===== src/rtl/anton_neopixel_stream_sequencer_if.sv =====
// rtl/anton_neopixel_stream_sequencer_if.sv - control, stream-controller and buffer-address bundle
// master is the sequencer side; slave is the register block / stream controller side.
interface anton_neopixel_stream_sequencer_if #(
    parameter int PIXELS_BITS = 8
);
    logic                   reg_ctrl_init;
    logic                   reg_ctrl_run;
    logic                   reg_ctrl_loop;
    logic                   reg_ctrl_32bit;
    logic [PIXELS_BITS-1:0] reg_max_pixel;
    logic                   stream_pattern_of;
    logic                   state;
    logic [4:0]             pixel_bit_index;
    logic [PIXELS_BITS-1:0] pixel_index;
    logic [PIXELS_BITS+1:0] buffer_byte_addr;
    logic [2:0]             byte_bit_sel;
    logic                   frame_done;
    logic                   run_clear;

    modport master (
        input  reg_ctrl_init, reg_ctrl_run, reg_ctrl_loop, reg_ctrl_32bit, reg_max_pixel,
        input  stream_pattern_of,
        output state, pixel_bit_index, pixel_index, buffer_byte_addr, byte_bit_sel,
        output frame_done, run_clear
    );

    modport slave (
        output reg_ctrl_init, reg_ctrl_run, reg_ctrl_loop, reg_ctrl_32bit, reg_max_pixel,
        output stream_pattern_of,
        input  state, pixel_bit_index, pixel_index, buffer_byte_addr, byte_bit_sel,
        input  frame_done, run_clear
    );
endinterface


===== src/rtl/anton_neopixel_stream_sequencer.sv =====
// rtl/anton_neopixel_stream_sequencer.sv - NeoPixel frame sequencer: bit/pixel counters, latch gap, buffer addressing
// state encoding: 0 = TRANSMIT, 1 = RESET (latch gap).
module anton_neopixel_stream_sequencer #(
    parameter int PIXELS_BITS = 8,
    parameter int RESET_DELAY = 400
) (
    input  logic clk7mhz,
    input  logic rst_n,
    anton_neopixel_stream_sequencer_if.master seq
);
    typedef enum logic {
        ST_TRANSMIT = 1'b0,
        ST_RESET    = 1'b1
    } state_t;

    localparam logic [11:0]            RESET_LAST = 12'(RESET_DELAY - 1);
    localparam logic [11:0]            CNT_ONE    = 12'd1;
    localparam logic [4:0]             BIT_LAST   = 5'd23;
    localparam logic [4:0]             BIT_ONE    = 5'd1;
    localparam logic [PIXELS_BITS-1:0] PIX_ONE    = PIXELS_BITS'(1);

    state_t                 state_q, state_d;
    logic [4:0]             bit_q, bit_d;
    logic [PIXELS_BITS-1:0] pix_q, pix_d;
    logic [11:0]            cnt_q, cnt_d;
    logic                   fd_q, fd_d;
    logic                   rc_q, rc_d;

    always_ff @(posedge clk7mhz or negedge rst_n) begin
        if (!rst_n) begin
            state_q <= ST_RESET;
            bit_q   <= '0;
            pix_q   <= '0;
            cnt_q   <= '0;
            fd_q    <= 1'b0;
            rc_q    <= 1'b0;
        end else begin
            state_q <= state_d;
            bit_q   <= bit_d;
            pix_q   <= pix_d;
            cnt_q   <= cnt_d;
            fd_q    <= fd_d;
            rc_q    <= rc_d;
        end
    end

    // init wins over everything; with run low every register simply holds.
    always_comb begin
        state_d = state_q;
        bit_d   = bit_q;
        pix_d   = pix_q;
        cnt_d   = cnt_q;
        fd_d    = 1'b0;
        rc_d    = 1'b0;
        if (seq.reg_ctrl_init) begin
            state_d = ST_RESET;
            bit_d   = '0;
            pix_d   = '0;
            cnt_d   = '0;
        end else if (seq.reg_ctrl_run) begin
            case (state_q)
                ST_TRANSMIT: begin
                    if (seq.stream_pattern_of) begin
                        if (bit_q != BIT_LAST) begin
                            bit_d = bit_q + BIT_ONE;
                        end else begin
                            bit_d = '0;
                            // >= so a max_pixel lowered below the current pixel still ends the frame
                            if (pix_q >= seq.reg_max_pixel) begin
                                pix_d   = '0;
                                state_d = ST_RESET;
                                cnt_d   = '0;
                            end else begin
                                pix_d = pix_q + PIX_ONE;
                            end
                        end
                    end
                end
                ST_RESET: begin
                    if (cnt_q == RESET_LAST) begin
                        state_d = ST_TRANSMIT;
                        cnt_d   = '0;
                        fd_d    = 1'b1;
                        rc_d    = ~seq.reg_ctrl_loop;
                    end else begin
                        cnt_d = cnt_q + CNT_ONE;
                    end
                end
                default: state_d = ST_RESET;
            endcase
        end
    end

    logic [PIXELS_BITS+1:0] pix_ext;
    logic [PIXELS_BITS+1:0] byte_in_pixel;
    logic [PIXELS_BITS+1:0] addr24;

    // pixel*3 built as (pixel<<1)+pixel in the widened domain so it cannot overflow
    always_comb begin
        pix_ext       = {2'b00, pix_q};
        byte_in_pixel = {{PIXELS_BITS{1'b0}}, bit_q[4:3]};
        addr24        = (pix_ext << 1) + pix_ext + byte_in_pixel;
    end

    assign seq.state            = state_q;
    assign seq.pixel_bit_index  = bit_q;
    assign seq.pixel_index      = pix_q;
    assign seq.buffer_byte_addr = seq.reg_ctrl_32bit ? {pix_q, bit_q[4:3]} : addr24;
    assign seq.byte_bit_sel     = 3'd7 - bit_q[2:0];
    assign seq.frame_done       = fd_q;
    assign seq.run_clear        = rc_q;
endmodule


===== src/flat_wrapper.sv =====
// flat-port wrapper written by rule: the top's interface ports become plain ports
module anton_neopixel_stream_sequencer_flat 
#(
    parameter int PIXELS_BITS = 8,
    parameter int RESET_DELAY = 400
)
  (clk7mhz, rst_n, seq_reg_ctrl_init, seq_reg_ctrl_run, seq_reg_ctrl_loop, seq_reg_ctrl_32bit, seq_reg_max_pixel, seq_stream_pattern_of, seq_state, seq_pixel_bit_index, seq_pixel_index, seq_buffer_byte_addr, seq_byte_bit_sel, seq_frame_done, seq_run_clear);
  anton_neopixel_stream_sequencer_if #(.PIXELS_BITS(PIXELS_BITS)) seq_i ();
  input  logic clk7mhz;
  input  logic rst_n;
  input wire logic [$bits(seq_i.reg_ctrl_init)-1:0] seq_reg_ctrl_init;
  input wire logic [$bits(seq_i.reg_ctrl_run)-1:0] seq_reg_ctrl_run;
  input wire logic [$bits(seq_i.reg_ctrl_loop)-1:0] seq_reg_ctrl_loop;
  input wire logic [$bits(seq_i.reg_ctrl_32bit)-1:0] seq_reg_ctrl_32bit;
  input wire logic [$bits(seq_i.reg_max_pixel)-1:0] seq_reg_max_pixel;
  input wire logic [$bits(seq_i.stream_pattern_of)-1:0] seq_stream_pattern_of;
  output wire logic [$bits(seq_i.state)-1:0] seq_state;
  output wire logic [$bits(seq_i.pixel_bit_index)-1:0] seq_pixel_bit_index;
  output wire logic [$bits(seq_i.pixel_index)-1:0] seq_pixel_index;
  output wire logic [$bits(seq_i.buffer_byte_addr)-1:0] seq_buffer_byte_addr;
  output wire logic [$bits(seq_i.byte_bit_sel)-1:0] seq_byte_bit_sel;
  output wire logic [$bits(seq_i.frame_done)-1:0] seq_frame_done;
  output wire logic [$bits(seq_i.run_clear)-1:0] seq_run_clear;
  assign seq_i.reg_ctrl_init = seq_reg_ctrl_init;
  assign seq_i.reg_ctrl_run = seq_reg_ctrl_run;
  assign seq_i.reg_ctrl_loop = seq_reg_ctrl_loop;
  assign seq_i.reg_ctrl_32bit = seq_reg_ctrl_32bit;
  assign seq_i.reg_max_pixel = seq_reg_max_pixel;
  assign seq_i.stream_pattern_of = seq_stream_pattern_of;
  assign seq_state = seq_i.state;
  assign seq_pixel_bit_index = seq_i.pixel_bit_index;
  assign seq_pixel_index = seq_i.pixel_index;
  assign seq_buffer_byte_addr = seq_i.buffer_byte_addr;
  assign seq_byte_bit_sel = seq_i.byte_bit_sel;
  assign seq_frame_done = seq_i.frame_done;
  assign seq_run_clear = seq_i.run_clear;
  anton_neopixel_stream_sequencer #(.PIXELS_BITS(PIXELS_BITS), .RESET_DELAY(RESET_DELAY)) u_core (.clk7mhz(clk7mhz), .rst_n(rst_n), .seq(seq_i));
endmodule

===== config.mk =====
export PLATFORM = sky130hd
export DESIGN_NAME = anton_neopixel_stream_sequencer_flat
export DESIGN_NICKNAME = d
export VERILOG_FILES = /design/src/rtl/anton_neopixel_stream_sequencer_if.sv /design/src/rtl/anton_neopixel_stream_sequencer.sv /design/src/flat_wrapper.sv
export SDC_FILE = /design/constraint.sdc
export NUM_CORES = 1
export LEC_CHECK = 0
export BUFFER_PORTS_ARGS = -buffer_cell sky130_fd_sc_hd__clkbuf_2
export CAP_MARGIN = 20
export CORE_UTILIZATION = 31
export CTS_CLUSTER_DIAMETER = 40
export DETAILED_ROUTE_END_ITERATION = 16
export PLACE_DENSITY_LB_ADDON = 0.2
export SLEW_MARGIN = 20
export SYNTH_ARGS = -nofsm -noshare
export SYNTH_HDL_FRONTEND = slang
export SYNTH_SLANG_ARGS = --single-unit

===== constraint.sdc =====
create_clock -name clk7mhz -period 3.3 [get_ports clk7mhz]
set_input_delay 0.165 -clock clk7mhz [delete_from_list [all_inputs] [get_ports clk7mhz]]
set_output_delay 0.165 -clock clk7mhz [all_outputs]
set_load 0.005 [all_outputs]

==> impl_results.md <==
- Rows: 30
- Clk sink count: 28
- Post-Place Setup Slack: between 0.4 and 0.5 ns
- CP max FO: 6
- Tcrit/Tclk final: 95.53%
- Largest net degree at the start of global routing: 29
- Via count: 1980
- Sequential cell area fraction in the yosys report: between 30% and 40%
- Commonest cells after routing, fill and taps aside: clkbuf_2 (43), nand2_1 (30), ha_1 (26), dfrtp_1 (26), inv_1 (23)
- Syn Std Cell Area: roughly 2300 um2
- Post-synth EDFFs: 0
- Worst path slowest cell: dfrtp_2
- Fmax: 317.2 MHz
- Worst Max-Slew Pin Slew: 0.7245 ns
- Area delta synth->final: 18.10%
- CTS tree: done
- # DRC: 0
- CP arrival: 2.99 ns
- Final core utilization: roughly two fifths
- GRT Resource Usage Total: 14.56%
- Worst path cell trace: fa_1 > ha_1 > fa_1 > a21o_1 > a21oi_2 > nor2_1 > o311a_1 > o41a_1 > clkbuf_2
- GRT overflow: 0
- Mapped Nets: 297
- Most frequent CP cell: fa_1
- Setup violators final: 0
- Fill count: 730
- Yosys cell types: 57
- Die Footprint: between 7000 and 8000 um2
- Fin area: between 2000 and 3000 um2
- Post-Route WL: 5.164 mm
- Ys flop type: dfrtp_1
- Most common cell after layout, fill and taps aside: clkbuf_2
- Slew HR: 51.70%
- # IOs: 44
- Setup crit start kind: flop
- Peak supply drop: ~0.20 mV
- Ys async rst share: 100.0%
- Setup crit end kind: output pin
- Clk buf depth: 2
- DR vias/cell: 5.000
- GP Congestion: 0.7879
- TritonRoute pass-1 iters: 5
- Synth area leaders: dfrtp_1 (30%), ha_1 (14%), nand2_1 (5.0%)
- Die extent in y: 87.40 um
- Setup total negative slack: 0 ns
- Hold Fails Final Rpt: 0
- Max incr delay on CP: 0.45 ns
- Crit path kind: reg -> out
- H-tree depth: 1
- Power Density: 282.4 nW/um2
- Mapped Cells: 254
- Final setup margin: roughly 0.15 ns
- Min cycle time layout: 3.152 ns
- Status: complete, no violations
- Core box area: 6907 um2
- Max-slew violation count: 0
- Cts bufs inserted: 3
- Post-DP Area: ~2600 um2
- Share of the synthesized area in the top cell type: 29.88%
- LEAKAGE: around 0.0013 uW
- Fin Clk Skew: 0.007183 ns
- Max capacitance violation total: 0
- Delay-heaviest family, CP: adder cells
- Port bufs: between 40 and 50
- Root buf cell: clkbuf_8
- Final-stage net count: between 300 and 400
- Initial antenna violation count: 0
- Avg Synthesized Cell Area: 8.901 um2
- Worst-Skew Late Latency: 0.28 ns
- DR iter-0 viols: 60
- Die X: approximately 87 um
- Worst path bufs/invs: 1
- Diodes inserted: 0
- Worst Hold Class: in -> reg
- Routed length per placed instance: about 13 um
- Vias in the first global route: roughly 1800
- Ys Warns: 0
- Seq cells post-synth: 28
- Detailed Place HPWL: between 3 and 4 mm
- Global-route wire length before repair: 8.721 mm
- Fin Hold WS: 0.02470 ns
- Initial Util: 32.74%
- Critical Path RT: 3.13 ns
- Leading area contributor after synthesis: dfrtp_1
- RSZ-0062 raised after global routing: false
- Worst-path clk slew: 0.10 ns
- Layout cells sized above 1: 23.00%
- Antenna viol nets, final: 0
-- worst register-to-register path, stage by stage, from the launching register on --
cell and delay [ns]:
dfrtp_1 0.38, buf_4 0.17, inv_1 0.06, ha_1 0.27, nor2b_1 0.05, o21ai_1 0.25
a21oi_4 0.14, o21bai_1 0.47, o22ai_1 0.12
-- flip-flops by register name (all words and copies together), names as in the netlist --
name / flops
u_core.seq.run_clear: 1
u_core.seq.pixel_index: 8
u_core.cnt_q: 12
u_core.seq.frame_done: 1
u_core.seq.pixel_bit_index: 5
u_core.seq.state: 1
-- report_power, final --
part	total [uW]	internal, uW	switching [uW]
sequential	356	349	6.80
clock	277	163	114
combinational	121	51.6	69.4
total	754	564	190
-- cells in the mapped netlist (all sizes together), types with 2 or more instances --
library cell and instances:
ha 26, dfrtp 27, mux2 3, xnor2 6, xor2 3, a21o 2
a41oi 2, or3 3, a31oi 10, nor3 7, nor2 14, o21bai 2
and3 4, a211oi 2, o211ai 5, buf 3, fa 2, nand2 30
inv 23, nand3b 2, nand3 13, nor3b 3, o31ai 2, o21ai 16
and3b 2, mux2i 2, a21oi 18, clkbuf 3, nand4 4
-- stage by stage --
step                std cells  power [uW]
finish                    396       753.9
detailed placement        390       487.0
CTS                       395       765.3
floorplan                 254       434.0
global placement          390       485.0
global route              396       795.6
-- area by class of cell --
| cell class | instances | area, um2 | share of cell area (%) |
|---|---|---|---|
| inverter | 23 | 86.33 | 3.233 |
| clock inverter | 1 | 30.03 | 1.125 |
| multi-input combinational | 197 | 1434 | 53.70 |
| clock buffer | 3 | 41.29 | 1.546 |
| sequential | 28 | 703.2 | 26.34 |
| timing repair buffer | 48 | 255.2 | 9.560 |
| tap | 96 | 120.1 | 4.499 |
-- logic make-up (layout without fill, tap and decap cells) --
kind of cell               after synthesis  count (layout)  share of synthesized area [%]
and+or+nand+nor                         91              91                          22.58
AOI/OAI and AO/OA                       64              64                          18.82
buffers and inverters                   29              75                          5.534
adders and majority gates               28              28                          16.16
DFF                                     28              28                          31.05
xor gates and xnor gates                 9               9                          3.487
muxes                                    5               5                          2.380
-- final timing paths --
kind	start	end	slack (ns)	cells after the start
max in group asynchronous	rst_n	u_core.seq.pixel_bit_index[4]	2.32	2
worst min-delay path	seq_reg_ctrl_loop	u_core.seq.run_clear	0.02	2
worst min register to register	u_core.cnt_q[11]	u_core.cnt_q[11]	0.52	1
worst max register to register	u_core.seq.pixel_index[0]	u_core.cnt_q[4]	1.26	8
worst max-delay path	u_core.seq.pixel_bit_index[4]	seq_buffer_byte_addr[9]	0.15	9
min in group asynchronous	rst_n	u_core.cnt_q[6]	0.47	2
-- metal layers --
layer / up-vias / global-route usage, % / wire length, um
met3: 4 / 1.896 / 219
met4: 0 / 3.130 / 40
met2: 43 / 23.72 / 2257
met1: 915 / 20.54 / 2646
li1: 1018 / - / -
met5: - / 0 / 0
-- what timing repair did --
action	4_1_cts	5_1_grt
gates resized for setup	0	1
endpoints found under the hold margin	27	0
setup buffers	0	1
hold buffers	1	0
setup endpoints to repair	0	1
(Power assumes the default switching activity.)
